## config.mk

```make
export PLATFORM = sky130hd
export DESIGN_NAME = adc_scan_ctrl
export DESIGN_NICKNAME = d
export VERILOG_FILES = /design/src/rtl/adc_scan_ctrl.sv
export SDC_FILE = /design/constraint.sdc
export NUM_CORES = 1
export LEC_CHECK = 0
export ABC_CLOCK_PERIOD_IN_PS = 2680
export CELL_PAD_IN_SITES_DETAIL_PLACEMENT = 0
export CELL_PAD_IN_SITES_GLOBAL_PLACEMENT = 2
export CORE_AREA = 10 10 107 109
export CTS_CLUSTER_SIZE = 25
export DETAILED_ROUTE_END_ITERATION = 8
export DIE_AREA = 0 0 117 119
export PLACE_DENSITY_LB_ADDON = 0.3
export SYNTH_ARGS = -nofsm -noshare
export SYNTH_HDL_FRONTEND = slang
export SYNTH_SLANG_ARGS = --single-unit
```

## constraint.sdc

```tcl
create_clock -name clk -period 2.68 [get_ports clk]
set_input_delay 0.268 -clock clk [delete_from_list [all_inputs] [get_ports clk]]
set_output_delay 0.268 -clock clk [all_outputs]
set_load 0.05 [all_outputs]
```

## src/rtl/adc_scan_ctrl.sv

```systemverilog
// -----------------------------------------------------------------------------
// adc_scan_ctrl
//
// Scan sequencer for the AD7265 dual simultaneous-sampling ADC. It steps the
// mux address through 0..NUM_ADDR-1, frames each conversion with ncs and
// adc_sclk, and deserialises the A/B channel words into one result pair per
// conversion.
//
// Ports:
//   clk        system clock, rising edge
//   rst        synchronous active-high reset
//   enable     continuous scanning while high (checked only in IDLE and DONE)
//   cfg_rng    range select, latched at scan start and at each address wrap
//   cfg_sgl    single-ended/differential select, latched like cfg_rng
//   adc_sclk   ADC serial clock, idles high (registered)
//   ncs        ADC chip select, active low (registered)
//   rng, sgl   latched configuration driven to the ADC
//   adc_addr   mux address of the current conversion
//   douta      ADC serial data, channel A
//   doutb      ADC serial data, channel B
//   res_valid  one-cycle strobe, result fields are new
//   res_addr   address the result belongs to
//   res_a      12-bit channel A code
//   res_b      12-bit channel B code
//   scan_done  one-cycle strobe with the result for address NUM_ADDR-1
//   busy       high whenever the sequencer is not in IDLE
// -----------------------------------------------------------------------------
module adc_scan_ctrl #(
    parameter int CLK_DIV      = 2,
    parameter int QUIET_CYCLES = 4,
    parameter int NUM_ADDR     = 6
) (
    input  logic        clk,
    input  logic        rst,
    input  logic        enable,
    input  logic        cfg_rng,
    input  logic        cfg_sgl,
    output logic        adc_sclk,
    output logic        ncs,
    output logic        rng,
    output logic        sgl,
    output logic [2:0]  adc_addr,
    input  logic        douta,
    input  logic        doutb,
    output logic        res_valid,
    output logic [2:0]  res_addr,
    output logic [11:0] res_a,
    output logic [11:0] res_b,
    output logic        scan_done,
    output logic        busy
);

    localparam int DW = (CLK_DIV > 1) ? $clog2(CLK_DIV) : 1;
    localparam int QW = (QUIET_CYCLES > 1) ? $clog2(QUIET_CYCLES) : 1;
    localparam logic [DW-1:0] DIV_LAST   = DW'(CLK_DIV - 1);
    localparam logic [QW-1:0] QUIET_LAST = QW'(QUIET_CYCLES - 1);
    localparam logic [2:0]    ADDR_LAST  = 3'(NUM_ADDR - 1);

    typedef enum logic [1:0] {IDLE, QUIET, SHIFT, DONE} state_t;

    state_t        state;
    logic [QW-1:0] quiet_cnt;
    logic [DW-1:0] div_cnt;
    logic [4:0]    half;      // half-period index within the frame, 0..31
    logic [15:0]   sha;
    logic [15:0]   shb;
    logic          sample_now;

    function automatic logic [2:0] next_addr(input logic [2:0] a);
        return (a == ADDR_LAST) ? 3'd0 : a + 3'd1;
    endfunction

    // Even half-periods are the sclk-high ones; sample in their last cycle,
    // just before the falling edge that makes the ADC present the next bit.
    assign sample_now = (state == SHIFT) && !half[0] && (div_cnt == DIV_LAST);

    // The 16 samples fully overwrite the shift registers each frame, so they
    // need no reset; the visible result registers below are reset instead.
    always_ff @(posedge clk) begin
        if (sample_now) begin
            sha <= {sha[14:0], douta};
            shb <= {shb[14:0], doutb};
        end
    end

    always_ff @(posedge clk) begin
        if (rst) begin
            state     <= IDLE;
            quiet_cnt <= '0;
            div_cnt   <= '0;
            half      <= '0;
            adc_sclk  <= 1'b1;
            ncs       <= 1'b1;
            rng       <= 1'b0;
            sgl       <= 1'b0;
            adc_addr  <= 3'd0;
            res_valid <= 1'b0;
            scan_done <= 1'b0;
            res_addr  <= 3'd0;
            res_a     <= 12'd0;
            res_b     <= 12'd0;
            busy      <= 1'b0;
        end else begin
            res_valid <= 1'b0;
            scan_done <= 1'b0;
            case (state)
                IDLE: begin
                    ncs      <= 1'b1;
                    adc_sclk <= 1'b1;
                    busy     <= 1'b0;
                    if (enable) begin
                        // adc_addr is kept: after reset it is 0, after an
                        // enable drop it already points at the next address.
                        rng       <= cfg_rng;
                        sgl       <= cfg_sgl;
                        quiet_cnt <= '0;
                        busy      <= 1'b1;
                        state     <= QUIET;
                    end
                end
                QUIET: begin
                    if (quiet_cnt == QUIET_LAST) begin
                        ncs      <= 1'b0;
                        adc_sclk <= 1'b1;
                        div_cnt  <= '0;
                        half     <= '0;
                        state    <= SHIFT;
                    end else begin
                        quiet_cnt <= quiet_cnt + 1'b1;
                    end
                end
                SHIFT: begin
                    if (div_cnt == DIV_LAST) begin
                        div_cnt <= '0;
                        if (half == 5'd31) begin
                            // Last half-period is sclk-low, so all 16 samples
                            // are already in sha/shb.
                            ncs       <= 1'b1;
                            adc_sclk  <= 1'b1;
                            res_valid <= 1'b1;
                            res_addr  <= adc_addr;
                            res_a     <= sha[13:2];
                            res_b     <= shb[13:2];
                            scan_done <= (adc_addr == ADDR_LAST);
                            state     <= DONE;
                        end else begin
                            half     <= half + 5'd1;
                            adc_sclk <= ~adc_sclk;
                        end
                    end else begin
                        div_cnt <= div_cnt + 1'b1;
                    end
                end
                DONE: begin
                    // Address advances with ncs high, so it never moves
                    // inside a frame; re-enable resumes at the next address.
                    adc_addr <= next_addr(adc_addr);
                    if (enable) begin
                        if (adc_addr == ADDR_LAST) begin
                            rng <= cfg_rng;
                            sgl <= cfg_sgl;
                        end
                        quiet_cnt <= '0;
                        state     <= QUIET;
                    end else begin
                        busy  <= 1'b0;
                        state <= IDLE;
                    end
                end
                default: state <= IDLE;
            endcase
        end
    end

endmodule

```

# Yosys cells after proc, flatten, opt, wreduce, memory -nomap -nowiden
# Index checks and enable logic that the tools add are counted.
dict set report word_totals {
  reg_bits 75
  inputBits 7
  out_inout_bits 37
  word_cells 97
}
dict set report classes {
  n_addsub 4
  n_eq_ne 16
  mux 36
  bitwise 4
  n_reduce_logical 20
}
# op count
set op_table {}
lappend op_table {{2-to-1 mux 1 bit} 17}
lappend op_table {{inequality test 2 bit (second input constant)} 8}
lappend op_table {{AND reduction 4 bit} 4}
lappend op_table {{2-to-1 mux 5 bit} 3}
lappend op_table {{2-to-1 mux 2 bit} 6}
lappend op_table {{one-hot mux 5 bit (2 select lines)} 1}
lappend op_table {{AND reduction 3 bit} 3}
lappend op_table {{one-hot mux 1 bit (2 select lines)} 4}
lappend op_table {{one-hot mux 2 bit (4 select lines)} 1}
lappend op_table {{== test 2 bit (second input constant)} 3}
lappend op_table {{one-hot mux 1 bit (3 select lines)} 2}
lappend op_table {{nonzero test 2 bit} 3}
lappend op_table {{adder 5 x 1 -> 5 bit (second input constant)} 1}
lappend op_table {{== test 5 bit (second input constant)} 1}
lappend op_table {{inequality test 2 x 1 -> 1 bit (second input constant)} 2}
lappend op_table {{inverter 1 bit} 4}
lappend op_table {{one-hot mux 2 bit (2 select lines)} 1}
lappend op_table {{AND reduction 2 bit} 2}
lappend op_table {{OR reduction 4 bit} 1}
lappend op_table {{adder 3 x 1 -> 3 bit (second input constant)} 1}
lappend op_table {{== test 3 bit (second input constant)} 1}
lappend op_table {{2-to-1 mux 3 bit} 1}
lappend op_table {{nonzero test 3 bit} 1}
lappend op_table {{OR reduction 3 bit} 1}
lappend op_table {{7 further kinds} 8}

# Depth between registers and ports, before layout
# Gate-level depths: netlist (run 1).
dict set report depth {
  ltp_word 4
  ltp_mapped 8
  ltp_nobuf 7
}

# Worst setup path after synthesis (run 1)
# Ideal clock, no wire load.
dict set report synth_timing {
  path_type {register to register}
  start {register state[0]}
  end {register sha[0], enable pin}
  arrival_ps 2173
  slack_ps 94
  path_stages_with_launch 6
  path_buffers 1
  cell_sequence {dfxtp_1 inv_1 ha_1 clkbuf_1 nand2_1 nor2_1}
}
dict set report synth_between {
  elab_chain_cells 3
}
# element line
set synth_rtl {}
lappend synth_rtl {{start, declared} 61} ;# state_t state;
lappend synth_rtl {{start signal, assigned} 88} ;# state <= IDLE;
lappend synth_rtl {{start signal, assigned} 118} ;# state <= QUIET;
lappend synth_rtl {{start signal, assigned} 127} ;# state <= SHIFT;
lappend synth_rtl {{== test 2 bit} 75} ;# assign sample_now = (state == SHIFT) && !half[0] && (div_cnt == DIV_LAST);
lappend synth_rtl {{logical AND 1 bit (2 in a row)} 75}
lappend synth_rtl {{via sample_now} 67} ;# logic sample_now;
lappend synth_rtl {{end signal, assigned} 81} ;# sha <= {sha[14:0], douta};
lappend synth_rtl {{end, declared} 65} ;# logic [15:0] sha;
# The timed path passes the listed nets, and every way through them passes these cells.
# A chain may end at the register's enable or synchronous reset.

# Worst setup path after layout (run 1)
dict set report layout_timing {
  start {register state[0]}
  end {register state[0]}
}
dict set report layout_between {
  elab_chain_cells 3
  elab_cells_between_ends 10
  classes_between {7 x eq/ne; 1 x mux; 2 x reduce/logical}
}
# element line
set layout_rtl {}
lappend layout_rtl {{== test 2 bit (tied with other cells)} 106} ;# case (state)
lappend layout_rtl {{inequality test 2 x 1 -> 1 bit (no line) / inequality test 2 bit (equally long branches)} -}
lappend layout_rtl {{AND reduction 4 bit (no line)} -}
# Several ways; a longest one is shown, not always the timed one.

==> metrics.md, run 1 <==
| Metric | Value |
|---|---|
| Sequential Area | 1780 um^2 |
| Die width | 117 um |
| Type of origin of the critical path | flip-flop |
| Mux contribution to synthesized area | 2.19% |
| Initial DRT Pass Iterations | 4 |
| Synth Register Bits | 75 |
| Drt via density | 4.51 |
| Max transition margin | 56.0% |
| Port Buf Inserts | 43 |
| Nets | 318 |
| Multi-input gate area | 906 um^2 |
| Leading cell type in the layout, fill and taps excluded | nand2_1 |
| Element type at the critical path end | flip-flop |
| Final ANT Viol Nets | 0 |
| Ant diodes | 0 |
| Non-Filler Instances | 422 |
| CP cell instances | inv_1 -> ha_1 -> nor2b_1 -> or4_4 -> or3_1 -> o31ai_1 |
| DP Area | 3310 um^2 |
| DR WL/cell | 13.8 um |
| Post-synthesis sequential area ratio | 65.0% |
| Num CTS Buffers | 9 |
| Worst Setup Slack, final | 0.536 ns |
| Setup TNS | 0 ns |
| Mapped Cells | 257 |
| Area growth syn-to-layout | 27.4% |
| Clock network power share | 31.7% |
| Final Hold Fails | 0 |
| Xor/xnor share of the synthesized area | 0.958% |
| Clock root buffer | clkbuf_8 |
| CTS tree | done |
| LEAKAGE | 1.20 nW |
| Post-route DRC | 0 |
| Clk_lat worst skew | 0.34 ns |
| Initial antenna violation count | 0 |
| Most frequent cells in the layout | nand2_1 (60), dfxtp_1 (47), clkdlybuf4s50_1 (42) |
| # H-tree levels | 3 |
| Largest net degree at the start of global routing | 31 |
| Compound-gate portion of the synthesized area | 9.08% |
| Status | complete, no violations |
| Critical path data arrival time | 2.40 ns |
| Post-synth ARST share | 0% |
| Initial Util | 29.0% |
| Ports | 44 |
| Skew final | 0.00807 ns |
| Fillers | 971 |
| DP Worst Slack | 0.547 ns |
| Sequential share of power | 49.9% |
| Period minus WS final | 2.14 ns |
| Post_cts resized | 0 |
| GRT Total Usage | 8.74% |
| Count of flip-flops with a built-in enable after synthesis | 28 |
| Family with the most delay on the worst path | simple AND/OR/NAND/NOR gates |
| Worst-margin pin slew | 0.658 ns |
| Synth cell types | 29 |
| Switching share of power | 29.6% |
| Slew Limit Fails | 0 |
| Crit Path Max Fanout | 14 |
| Clock slew at reported path FFs | 0.08 ns |
| First-pass GRT wire length | 9.49 mm |
| Synth Warn # | 0 |
| Net Sw Power | 0.000755 W |
| Site row count | 36 |
| Final worst path period share | 80.0% |
| Sink Count | 75 |
| Die ar. | 13900 um^2 |
| Max IR drop VDD | 0.250 mV |
| Post-CTS Hold Buffers | 0 |
| Postcts setup bufs | 0 |
| Critical path required time | 2.94 ns |
| Core area | 9460 um^2 |
| RD Place Congestion | 0.760 |
| Top_reg_cell synth | dfxtp_1 |
| Syn_nets | 272 |
| Cell Pwr Density | 730 nW/um^2 |
| Internal Dissipation | 0.00180 W |
| Max frequency | 466 MHz |
| Maxcap violations | 0 |
| Kind of critical path | flip-flop to flip-flop |
| Worst Path Buf+Inv | 1 |
| CTS Buffer Depth | 2 |
| CP peak stage delay | 0.54 ns |
| Cell Area, Synth | 2740 um^2 |
| Finished Cell Area | 3490 um^2 |
| Syn_area_per_cell | 10.7 um^2 |
| Vias in the first global route | 1851 |
| Post-synthesis adder-cell area fraction | 3.65% |
| Dpl cells | 406 |
| GR Overflow Total | 0 |
| Final HPWL DP | 3.88 mm |
| Hold Path Class | input pin to flip-flop |
| Chip Height | 119 um |
| Final setup vio count | 0 |
| Combinational share of power | 18.4% |
| Crit-path slowest cell | or4_4 |
| Layout cells sized above 1 | 7.47% |
| Simple-gate share of the synthesized area | 17.1% |
| Iter 0 DRT Violations | 72 |
| Largest family of logic cells by synthesized area | simple AND/OR/NAND/NOR gates |
| RSZ-0062 raised after global routing | false |
| Core Util, Final | 36.9% |
| WL final | 5.83 mm |
| DR vias | 1904 |
[through the flow]
step	power, W	hold slack [ns]
5_1_grt	0.00270	0.433
6_report	0.00255	0.417
4_1_cts	0.00260	0.416
3_5_place_dp	0.00178	0.406
2_1_floorplan	0.00166	0.367
3_3_place_gp	0.00178	0.407
[synth_stat cells, drive strengths merged (2+ instances only)]
master   n  share of area (%)
buf      3               0.46
o21bai   2               0.55
nand2b   6                1.4
nand3    5               0.91
nor2b    6                1.4
and3     3               0.68
dfxtp   47                 34
a211oi   3               0.82
o21ai    2               0.36
inv      3               0.41
nor2    15                2.1
clkbuf   9                1.2
nand3b   2               0.55
nand2   60                8.2
nor4     2               0.46
edfxtp  28                 31
ha       8                3.6
xnor2    3               0.96
mux2i    6                2.2
a21oi   37                6.8
[layer usage]
layer  part of all wire [%]  vias up  GRT usage (%)  wire [um]
met5                      0        -              0          0
li1                       -      969              -          -
met4                    2.1        0           5.10        125
met3                    6.6        8           3.01        382
met2                     43       38           12.5       2480
met1                     49      889           11.1       2840
[state kept, by name, indices dropped and copies added, names as in the netlist, 3 cells and up]
register / flops
sha: 14
shb: 14
res_a: 12
res_b: 12
half: 5
adc_addr: 3
res_addr: 3
[worst reg2reg max path: stages (launching register included)]
cell     delay, ns
dfxtp_1       0.39
inv_1         0.11
ha_1          0.36
nor2b_1       0.23
or4_4         0.54
or3_1         0.36
o31ai_1       0.07
[power by group through the flow]
| stage | sequential [W] | combinational (W) | clock [W] |
|---|---|---|---|
| final | 0.00127 | 0.000469 | 0.000808 |
| after global routing | 0.00128 | 0.000525 | 0.000892 |
| after CTS | 0.00128 | 0.000478 | 0.000849 |
| after detailed placement | 0.00130 | 0.000475 | 0 |
| after global placement | 0.00130 | 0.000478 | 0 |
| after floorplan | 0.00136 | 0.000296 | 0 |
[worst paths after layout]
| kind | startpoint | to | slack, ns | cells past startpoint |
|---|---|---|---|---|
| max | state[0]$_SDFFE_PP0P_ | state[0]$_SDFFE_PP0P_ | 0.54 | 6 |
| min reg2reg | shb[0]$_DFFE_PP_ | shb[1]$_DFFE_PP_ | 0.43 | 0 |
| min | rst | state[1]$_SDFFE_PP0P_ | 0.42 | 2 |
| max reg2reg | state[0]$_SDFFE_PP0P_ | state[0]$_SDFFE_PP0P_ | 0.54 | 6 |
[kinds of logic after synthesis]
| group | Yosys count |
|---|---|
| compound gates | 46 |
| mux | 6 |
| fa+ha+maj | 8 |
| xor+xnor | 3 |
| simple gates | 104 |
| flops | 75 |
| buf+inv | 15 |
[cell type report]
type	count	share of cell area (%)
Timing Repair Buffer	47	13.4
Clock buffer	10	3.94
Clock inverter	6	1.36
Sequential cell	75	51.0
Inverter	3	0.322
Tap cell	114	4.08
Multi-Input combinational cell	167	25.9
No activity file was read; power rests on OpenSTA's default activity.
==> run 2: changes to the inputs <==
- ABC_CLOCK_PERIOD_IN_PS: 2680 -> 1800
- clock period: 2.68 -> 1.8 ns (I/O delays scaled with it)
==> run 2 against run 1 <==
  * Sequential power is 50% higher
  * Critical path depth is 1 higher
  * Maximum frequency is 20% higher
  * Non-clock buffer count is 15 higher
  * Final cell count is 3.6% higher
  * Critical endpoint unchanged
  * Largest cell class unchanged
  * Total power is 68% higher
  * Clock skew is 0.0034 ns higher
==> metrics.md, run 2 (synthesis results as in run 1) <==
| Metric | Value |
|---|---|
| Most common cell on crit path | ha_4 |
| Clock root buffer | clkbuf_8 (unchanged) |
| Max frequency | 558 MHz (was 466 MHz) |
| Crit path depth | 7 (was 6) |
| Element type at the critical path end | flip-flop (unchanged) |
| CTS Buffer Depth | 2 (unchanged) |
| Final worst path period share | 99.5% (was 80.0%) |
| GRT Total Usage | 8.75% (was 8.74%) |
| Clk_lat worst skew | 0.34 ns (about the same) |
| Cell Pwr Density | 1150 nW/um^2 (was 730 nW/um^2) |
| Post-CTS Hold Buffers | 0 (unchanged) |
| WL final | 5.98 mm (was 5.83 mm) |
| Post-route DRC | 0 (unchanged) |
| Nets | 333 (was 318) |
| Initial antenna violation count | 0 (unchanged) |
| Area growth syn-to-layout | 35.8% (was 27.4%) |
| DR vias | 1949 (was 1904) |
| Crit. Startpoint | half[1]$_SDFFE_PP0P_ (was state[0]$_SDFFE_PP0P_) |
| Dpl cells | 420 (was 406) |
| Die ar. | 13900 um^2 (unchanged) |
| Drt via density | 4.46 (was 4.51) |
| WHS | 0.273 ns (was 0.417 ns) |
| Net Sw Power | 0.00121 W (was 0.000755 W) |
| RSZ-0062 raised after global routing | true (was false) |
| Maxcap violations | 0 (unchanged) |
| Final setup vio count | 0 (unchanged) |
| CP peak stage delay | 0.43 ns (was 0.54 ns) |
| Combinational share of power | 22.2% (was 18.4%) |
| Skew final | 0.0115 ns (was 0.00807 ns) |
| Worst-margin pin slew | 0.507 ns (was 0.658 ns) |
| Largest net degree at the start of global routing | 29 (was 31) |
| Ports | 44 (unchanged) |
| Worst Path Buf+Inv | 0 (was 1) |
| Layout cells sized above 1 | 17.6% (was 7.47%) |
| Crit-path slowest cell | or4_4 (unchanged) |
| Kind of critical path | flip-flop to flip-flop (unchanged) |
| Core area | 9460 um^2 (unchanged) |
| Max IR drop VDD | 0.432 mV (was 0.250 mV) |
| Ant diodes | 0 (unchanged) |
| CP cell instances | ha_4 -> and3_4 -> ha_4 -> nor2b_2 -> or4_4 -> or3_4 -> o31ai_4 (was inv_1 -> ha_1 -> nor2b_1 -> or4_4 -> or3_1 -> o31ai_1) |
| Clock network power share | 33.5% (was 31.7%) |
| CTS tree | done (unchanged) |
| Initial Util | 29.0% (unchanged) |
| Critical path required time | 2.06 ns (was 2.94 ns) |
| LEAKAGE | 1.29 nW (was 1.20 nW) |
| First-pass GRT wire length | 9.54 mm (was 9.49 mm) |
| R2R Path Start | half[1]$_SDFFE_PP0P_ (was state[0]$_SDFFE_PP0P_) |
| R2R Path End | state[0]$_SDFFE_PP0P_ (unchanged) |
| Register-to-register setup slack | 0.008 ns (was 0.54 ns) |
| Biggest regs | sha: 14 flops, shb: 14 flops (unchanged) |
| Switching share of power | 28.1% (was 29.6%) |
| # H-tree levels | 3 (unchanged) |
| Most frequent cells in the layout | nand2_1 (60), dfxtp_1 (43), clkdlybuf4s50_1 (38) (was nand2_1 (60), dfxtp_1 (47), clkdlybuf4s50_1 (42)) |
| Iter 0 DRT Violations | 109 (was 72) |
| Status | complete, no violations (unchanged) |
| Critical path data arrival time | 2.05 ns (was 2.40 ns) |
| Die width | 117 um (unchanged) |
| Final ANT Viol Nets | 0 (unchanged) |
| DR WL/cell | 13.7 um (was 13.8 um) |
| Crit Path Max Fanout | 4 (was 14) |
| Leading cell type in the layout, fill and taps excluded | nand2_1 (unchanged) |
| Final Hold Fails | 0 (unchanged) |
| Initial DRT Pass Iterations | 4 (unchanged) |
| Max transition margin | 66.1% (was 56.0%) |
| Chip Height | 119 um (unchanged) |
| Hold Path Class | input pin to flip-flop (unchanged) |
| Sink Count | 75 (unchanged) |
| Clock slew at reported path FFs | 0.08 ns (about the same) |
| Setup TNS | 0 ns (unchanged) |
| Period minus WS final | 1.79 ns (was 2.14 ns) |
| Vias in the first global route | 1853 (was 1851) |
| Sequential share of power | 44.4% (was 49.9%) |
| Port Buf Inserts | 43 (unchanged) |
| Type of origin of the critical path | flip-flop (unchanged) |
| Internal Dissipation | 0.00308 W (was 0.00180 W) |
| CP endpoint | state[0]$_SDFFE_PP0P_ (unchanged) |
| RD Place Congestion | 0.693 (was 0.760) |
| Slew Limit Fails | 0 (unchanged) |
| GR Overflow Total | 0 (unchanged) |
| Family with the most delay on the worst path | simple AND/OR/NAND/NOR gates (unchanged) |
| Site row count | 36 (unchanged) |
| Final HPWL DP | 3.95 mm (was 3.88 mm) |
| Non-Filler Instances | 437 (was 422) |
| Worst reg2reg path depth | 7 (was 6) |
| Num CTS Buffers | 9 (unchanged) |
==> run 2: repair_timing <==
item / 4_1_cts / 5_1_grt
gates resized for setup: 0 / 5
endpoints found under the hold margin: 0 / 0
pin swaps: 1 / 1
buffers inserted: 1 / 0
endpoints found under the setup margin: 1 / 5
==> run 2: worst register-to-register path: cells and delay by family, from the launching register on <==
kind,cells,cell delay (ns)
simple gates,4,1.03
flops,1,0.36
fa+ha+maj,2,0.27
compound gates,1,0.06
==> run 2: how the worst min path moves through the flow <==
stage                     startpoint  slack, ns  depth (start not counted)                       end
finish                           rst       0.27                          2  adc_addr[2]$_SDFFE_PP0N_
global route                     rst       0.29                          2  adc_addr[1]$_SDFFE_PP0N_
CTS                              rst       0.25                          2          sgl$_SDFFE_PP0P_
detailed placement  sha[1]$_DFFE_PP_       0.41                          0          sha[2]$_DFFE_PP_
global placement    shb[1]$_DFFE_PP_       0.40                          0          shb[2]$_DFFE_PP_
floorplan                      douta       0.28                          0          sha[0]$_DFFE_PP_
==> run 2: final cells by class <==
cell class / instances / area [um^2]
Fill cell: 938 / 5730
Sequential cell: 75 / 1790
Multi-Input combinational cell: 167 / 985
Timing Repair Buffer: 62 / 571
Tap cell: 114 / 143
Clock buffer: 9 / 124
Clock inverter: 7 / 100
Inverter: 3 / 11.3
==> run 2: power by group through the flow <==
stage          sequential [W]  clock, W  combinational (W)
2_1_floorplan         0.00204         0           0.000461
3_3_place_gp          0.00194         0           0.000877
3_5_place_dp          0.00195         0           0.000882
4_1_cts               0.00190   0.00149           0.000900
5_1_grt               0.00192   0.00156            0.00104
6_report              0.00190   0.00144           0.000951
==> run 2: per-stage QoR <==
step	setup slack (ns)	cell area (um^2)	total power, W	utilization [%]
2_1_floorplan	0.0116	2810	0.00250	-
3_3_place_gp	0.00826	3470	0.00282	36.7
3_5_place_dp	-0.0422	3470	0.00283	36.7
4_1_cts	0.0103	3700	0.00430	39.1
5_1_grt	-0.0491	3720	0.00451	39.4
6_report	0.00837	3720	0.00429	39.4
==> run 2: routing by layer <==
metal  vias to the layer above  global-route usage, %  wire length [um]
met5                         -                      0                 0
met4                         0                   4.87                74
met3                         6                   3.01               358
met2                        36                   12.9              2650
met1                       906                   10.9              2900
li1                       1001                      -                 -
